[src/rtl/if_fetch_ctrl.sv]
// Instruction-fetch access controller for the IF stage.
// Scratch-pad (SPM) hits are answered combinationally in the same cycle;
// every other address runs a request/grant/ready bus transaction with
// flush draining and an access timeout.
module if_fetch_ctrl #(
    parameter logic [2:0] SPM_IDX = 3'h1,
    parameter int         TIMEOUT = 255
) (
    input  logic        clk,
    input  logic        reset,
    input  logic [29:0] addr,
    input  logic        stall,
    input  logic        flush,
    output logic [31:0] insn,
    output logic        busy,
    output logic        fetch_err,
    output logic [29:0] spm_addr,
    output logic        spm_as,
    input  logic [31:0] spm_rd_data,
    output logic        bus_req,
    input  logic        bus_grnt,
    output logic [29:0] bus_addr,
    output logic        bus_as,
    input  logic [31:0] bus_rd_data,
    input  logic        bus_rdy
);

    typedef enum logic [1:0] {
        IDLE   = 2'd0,
        REQ    = 2'd1,
        ACCESS = 2'd2,
        WAIT   = 2'd3
    } state_t;

    localparam logic [31:0] NOP      = 32'h0000_0000;
    localparam logic [7:0]  TMO_LAST = 8'(TIMEOUT - 1);

    state_t      state_q,    state_d;
    logic        bus_req_q,  bus_req_d;
    logic        bus_as_q,   bus_as_d;
    logic [29:0] bus_addr_q, bus_addr_d;
    logic [31:0] rd_buf_q,   rd_buf_d;
    logic        drop_q,     drop_d;
    logic [7:0]  tcnt_q,     tcnt_d;

    logic [31:0] insn_s;
    logic        busy_s;
    logic        fetch_err_s;
    logic        spm_as_s;
    logic        spm_hit_s;

    assign spm_hit_s = (addr[29:27] == SPM_IDX);

    // Next-state and per-state output decode for the fetch FSM.
    always_comb begin
        state_d     = state_q;
        bus_req_d   = bus_req_q;
        bus_as_d    = 1'b0;
        bus_addr_d  = bus_addr_q;
        rd_buf_d    = rd_buf_q;
        drop_d      = drop_q;
        tcnt_d      = tcnt_q;
        insn_s      = NOP;
        busy_s      = 1'b0;
        fetch_err_s = 1'b0;
        spm_as_s    = 1'b0;

        case (state_q)
            IDLE: begin
                if (spm_hit_s) begin
                    spm_as_s = 1'b1;
                    insn_s   = spm_rd_data;
                end else if (!flush) begin
                    busy_s     = 1'b1;
                    bus_req_d  = 1'b1;
                    bus_addr_d = addr;
                    state_d    = REQ;
                end else begin
                    // Flushed miss: hand a NOP down and make no request.
                    insn_s = NOP;
                end
            end

            REQ: begin
                busy_s = 1'b1;
                if (flush) begin
                    // Flush beats a simultaneous grant: no strobe is issued.
                    bus_req_d = 1'b0;
                    state_d   = IDLE;
                end else if (bus_grnt) begin
                    bus_as_d = 1'b1;
                    tcnt_d   = 8'd0;
                    state_d  = ACCESS;
                end else begin
                    state_d = REQ;
                end
            end

            ACCESS: begin
                tcnt_d = tcnt_q + 8'd1;
                if (bus_rdy) begin
                    // Ready wins over a timeout in the same cycle.
                    bus_req_d = 1'b0;
                    drop_d    = 1'b0;
                    if (drop_q || flush) begin
                        insn_s  = NOP;
                        state_d = IDLE;
                    end else if (stall) begin
                        insn_s   = bus_rd_data;
                        rd_buf_d = bus_rd_data;
                        state_d  = WAIT;
                    end else begin
                        insn_s  = bus_rd_data;
                        state_d = IDLE;
                    end
                end else if (tcnt_q == TMO_LAST) begin
                    fetch_err_s = 1'b1;
                    bus_req_d   = 1'b0;
                    drop_d      = 1'b0;
                    state_d     = IDLE;
                end else if (flush) begin
                    // Transaction cannot be aborted: remember to discard it,
                    // and release the pipeline for the flush cycle itself.
                    drop_d = 1'b1;
                end else begin
                    busy_s = 1'b1;
                end
            end

            WAIT: begin
                insn_s = rd_buf_q;
                if (!stall || flush) begin
                    state_d = IDLE;
                end else begin
                    state_d = WAIT;
                end
            end

            default: begin
                state_d   = IDLE;
                bus_req_d = 1'b0;
            end
        endcase
    end

    // State and bus-side registers; reset abandons any transaction.
    always_ff @(posedge clk or negedge reset) begin
        if (!reset) begin
            state_q    <= IDLE;
            bus_req_q  <= 1'b0;
            bus_as_q   <= 1'b0;
            bus_addr_q <= 30'h0;
            rd_buf_q   <= 32'h0;
            drop_q     <= 1'b0;
            tcnt_q     <= 8'd0;
        end else begin
            state_q    <= state_d;
            bus_req_q  <= bus_req_d;
            bus_as_q   <= bus_as_d;
            bus_addr_q <= bus_addr_d;
            rd_buf_q   <= rd_buf_d;
            drop_q     <= drop_d;
            tcnt_q     <= tcnt_d;
        end
    end

    // Pipeline-facing outputs are held quiet while reset is asserted.
    assign insn      = reset ? insn_s      : 32'h0;
    assign busy      = reset ? busy_s      : 1'b0;
    assign fetch_err = reset ? fetch_err_s : 1'b0;
    assign spm_as    = reset ? spm_as_s    : 1'b0;

    assign spm_addr = addr;
    assign bus_req  = bus_req_q;
    assign bus_as   = bus_as_q;
    assign bus_addr = bus_addr_q;

endmodule

[config.mk]
export PLATFORM = sky130hd
export DESIGN_NAME = if_fetch_ctrl
export DESIGN_NICKNAME = d
export VERILOG_FILES = /design/src/rtl/if_fetch_ctrl.sv
export SDC_FILE = /design/constraint.sdc
export NUM_CORES = 1
export LEC_CHECK = 0
export CAP_MARGIN = 10
export CORE_MARGIN = 3
export CORE_UTILIZATION = 37
export CTS_CLUSTER_DIAMETER = 50
export DETAILED_ROUTE_END_ITERATION = 10
export PLACE_DENSITY_LB_ADDON = 0.2
export SLEW_MARGIN = 0
export SYNTH_ARGS = -nofsm -noshare
export SYNTH_HDL_FRONTEND = slang
export SYNTH_SLANG_ARGS = --single-unit
[constraint.sdc]
create_clock -name clk -period 1.7 [get_ports clk]
set_input_delay 0.255 -clock clk [delete_from_list [all_inputs] [get_ports clk]]
set_output_delay 0.255 -clock clk [all_outputs]
set_load 0.05 [all_outputs]
Yosys cells after proc, flatten, opt, wreduce, memory -nomap -nowiden
Cells that the tools add are included.

operators by class
  equal/unequal tests = 11
  reductions and logical operators = 13
  bitwise gates (word level) = 3
  multiplexer cells = 43
  $add $sub $neg = 1

operator list
  operator                                        count
  two-way mux 32 bit                              4
  one-hot mux 32 bit (3 select lines)             1
  two-way mux 1 bit                               23
  two-way mux 2 bit                               9
  two-way mux 8 bit                               2
  one-hot mux 8 bit (2 select lines)              1
  inequality test 2 bit (second input constant)   5
  AND reduction 3 bit                             3
  adder 8 x 1 -> 8 bit (second input constant)    1
  == test 8 bit (second input constant)           1
  one-hot mux 2 bit (4 select lines)              1
  one-hot mux 1 bit (3 select lines)              2
  nonzero test 3 bit                              2
  AND reduction 5 bit                             1
  == test 2 bit (second input constant)           2
  AND reduction 4 bit                             1
  == test 3 x 1 -> 1 bit (second input constant)  1
  inequality test 3 bit (second input constant)   1
  inverter 1 bit                                  3
  == test 2 x 1 -> 1 bit (second input constant)  1
  zero test 2 bit                                 1
  logical OR 1 bit                                2
  AND reduction 2 bit                             1
  nonzero test 2 bit                              1
  zero test 1 bit                                 1

storage, ports and cells
  word-level logic and storage cells = 78
  bits of input ports = 100
  flip-flop bits (word level) = 75
  output and inout bits = 97

Depth between registers and ports, before layout
  depth in word-level cells = 5
  mapped depth = 7
  depth with buffers taken out = 6

Least setup slack after synthesis
Ideal clock, no wire load.

  path type = register -> output
  start point = register state_q[0]
  end point = output port insn[10]
  required time = 1.445 ns
  cell stages (with the launch flop) = 8
  setup slack = -0.612 ns
  arrival = 2.057 ns
  cells stage by stage = dfrtp_1 inv_1 ha_1 nor4bb_1 buf_2 buf_2 a222oi_1 nor2_1

on the way
  word-level cells in the longest chain between the ends = 3
  elaborated cells between the ends (all ways) = 5
  classes of those cells = eq/ne (2); mux (2); reduce/logical (1)

ends and longest elaborated chain
  element                                                  line  text
  start, declared                                          38    state_t state_q, state_d;
  start signal, assigned                                   157   state_q <= state_d;
  == test 2 bit / zero test 2 bit (equally long branches)  68    case (state_q)
  one-hot mux 32 bit (3 select lines) (*)                  68
  two-way mux 32 bit (*)                                   168   assign insn = reset ? insn_s : 32'h0;
  end, declared                                            14    output logic [31:0] insn,

Every way passes the cells marked *; elsewhere a longest branch is shown, timed or not.

Worst setup path in the final report
  start point = register state_q[1]
  end point = output port insn[1]

The elaborated chain is that of the path after synthesis.

==> metrics.csv <==
metric,value,unit
p_seq_share,28.6,%
timing.final.max_slew_violations,0,
start_util,38.43,%
drt_iter0_drc,275,
placed_cells,678,
dr_total_vias,3690,
clk_path_buf_depth,2,
worstSetupPathType,reg2out,
finalCriticalPeriod,2366,ps
grt_max_degree,43,
area_growth,98.84,%
port_buffers,196,
async_flop_share,100.0,%
ios,197,
skew,6.982,ps
wl,13870,µm
worst-r2r-setup-slack,-310,ps
crit_top_cell,buf_12,
power_density,1334,mW/mm²
clk_pin_slew,80,ps
regToRegEndpoint,bus_req,
cts.sinks,75,
slew-limit-headroom,63.85,%
r2r-start,state_q[1],
p_total,10.61,mW
yosysMostFrequentCell,dfrtp_1,
worst_pin_slew,542.2,ps
clkPwrFrac,13.1,%
dieArea,0.01210,mm²
antennaDiodeCount,0,
post-route-util,76.41,%
numCtsBuffers,9,
yosysWarnings,0,
hold_viol,0,
gp_congestion,0.8015,
grt_overflow_total,0,
power_switching,4.367,mW
synthDominantCellAreaShare,46.89,%
syn_inst,328,
crit_family,buffers and inverters,
maxCapViolCount,0,
htreeDepth,3,
grt_setup_unrepaired,yes,
dp_hpwl,9695,µm
syn_nets,435,
finalSetupViolations,101,
post_dp_cell_area,0.007276,mm²
synth-seq-cells,75,
final_net_count,676,
globalRouteTotalUtil,23.57,%
leakage,3.530,nW
cts_tree,yes,
cp-end-kind,output port,
vdd_drop_max,0.001222,V
cp.arrival,2110,ps
worst-path-buf-inv,4,
crit_chain,inv_2 -> ha_4 -> nor4bb_4 -> buf_12 -> a222oi_1 -> buf_4 -> nor2_4 -> buf_12,
required,1440,ps
drive_gt1_share,56.27,%
fp.coreArea,0.01042,mm²
synth_ff_type,dfrtp_1,
min_path_type,in2async,
wl_per_cell,19.53,µm
grt_pass1_vias,3999,
drtPass1Iterations,8,
drc,0,
ant_nets,0,
final_area,0.007959,mm²
placementRows,37,
fmax,422.7,MHz
worst-r2r-cell-count,9,
start_kind,flop,
yosysTopAreaCell,dfrtp_1,
combPwrFrac,58.4,%
slowest_stage,dfrtp_2,
ys_types,39,
fin_cells,710,
p_int,6.247,mW
antenna_found_initial,0,
outcome,"finished, violations left",
viasPerCell,5.197,
synthTopCellsByCount,"75 x dfrtp_1, 41 x nor2_1, 32 x a222oi_1, 31 x buf_4, 30 x mux2_4",
avgSynthCellArea,12.20,µm²
die_height,110.0,µm
die_w,110.0,µm
synth_edf_count,0,
ys_seq_area_share,46.89,%
clock_latency,360,ps
cpPeakStageDelay,440,ps
fin_ws,-666.0,ps
cts-root-buf,clkbuf_8,
sw_frac_of_total,41.14,%
netlist_top_cells_area,"dfrtp_1 47%, mux2_4 11%, a222oi_1 8.0%",
period_share,139.2,%
syn_area,0.004003,mm²
worstPathMaxFanout,34,
violations,setup timing,
grt_pass1_wl,21580,µm
## area by class of cell
| type | count | area (µm²) |
|---|---|---|
| Clock buffer | 10 | 137.6 |
| Clock inverter | 6 | 55.05 |
| Fill cell | 646 | 2457 |
| Inverter | 4 | 15.01 |
| Multi-Input combinational cell | 195 | 2293 |
| Sequential cell | 75 | 1878 |
| Tap cell | 136 | 170.2 |
| Timing Repair Buffer | 284 | 3410 |
## worst reg2reg max path, stage by stage (launching register included)
cell     delay, ps
dfrtp_2        440
inv_2           70
ha_4           160
buf_4          140
buf_4          130
buf_6          110
mux2_4         250
or3_4          350
o21ai_2        150
o31ai_2         90
## cell usage in the layout (no fill, tap or decap), types with 2 or more instances in the layout
| cell type | n |
|---|---|
| a21oi_1 | 3 |
| a222oi_1 | 32 |
| buf_12 | 74 |
| buf_16 | 3 |
| buf_4 | 98 |
| buf_6 | 7 |
| buf_8 | 2 |
| clkbuf_8 | 10 |
| clkdlybuf4s50_1 | 98 |
| clkinv_2 | 5 |
| dfrtp_1 | 74 |
| dlygate4sd3_1 | 2 |
| ha_1 | 4 |
| ha_4 | 3 |
| inv_1 | 2 |
| inv_2 | 2 |
| mux2_4 | 61 |
| nand2_1 | 2 |
| nand2b_4 | 2 |
| nor2_1 | 7 |
| nor2_4 | 33 |
| nor2b_1 | 3 |
| o2111ai_1 | 3 |
| o21ai_0 | 2 |
| o21ai_2 | 3 |
| xor2_1 | 6 |
## kinds of logic after synthesis
family                     after synthesis  synth area share, %
and+or+nand+nor                         65                7.878
AOI/OAI and AO/OA                       53                11.66
muxes                                   64                20.79
buffers and inverters                   58                9.284
DFF                                     75                46.89
xor gates and xnor gates                 6                1.313
adders and majority gates                7                2.188
## per-stage QoR
| stage | hold WS (ps) | worst slack [ps] | TNS [ps] |
|---|---|---|---|
| 2_1_floorplan | -40.59 | -182.9 | -5600 |
| 3_3_place_gp | 117.3 | -400.9 | -34310 |
| 3_5_place_dp | 115.7 | -426.3 | -36730 |
| 4_1_cts | 110.9 | -666.1 | -34250 |
| 5_1_grt | 144.1 | -773.3 | -40490 |
| 6_report | 107.5 | -666.0 | -32750 |
## registers in the layout, indices dropped and copies added, names as in the netlist
register / count
bus_addr: 30
tcnt_q: 8
drop_q: 1
state_q: 2
rd_buf_q: 32
bus_req: 1
bus_as: 1
## layer usage
metal / global-route usage, % / wire [µm]
met1: 27.90 / 5205
met3: 5.649 / 767
met5: 0 / 0
met2: 40.55 / 7488
met4: 10.33 / 405
## repair_timing
| item | 4_1_cts | 5_1_grt |
|---|---|---|
| hold buffers | 2 | 0 |
| setup buffers | 12 | 4 |
| endpoints found under the setup margin | 107 | 109 |
| gates cloned | 3 | 0 |
| hold endpoints to repair | 5 | 0 |
| gates resized for setup | 64 | 10 |
| pin swaps | 12 | 22 |
## power groups by stage
stage | logic [mW] | clock network, mW | registers [mW]
after floorplan | 2.00 | 0 | 4.27
after global placement | 5.16 | 0 | 2.96
after detailed placement | 5.23 | 0 | 3.02
after CTS | 6.17 | 1.42 | 3.01
after global routing | 6.45 | 1.50 | 3.11
final | 6.19 | 1.39 | 3.03
## worst max path at each step
stage	cells past startpoint	startpoint	end
CTS	8	state_q[1]	insn[20]
global placement	7	addr[27]	insn[21]
detailed placement	7	addr[27]	insn[20]
floorplan	7	state_q[1]	insn[10]
finish	8	state_q[1]	insn[1]
global route	8	state_q[1]	insn[1]
Power figures use the tool's default switching activity.
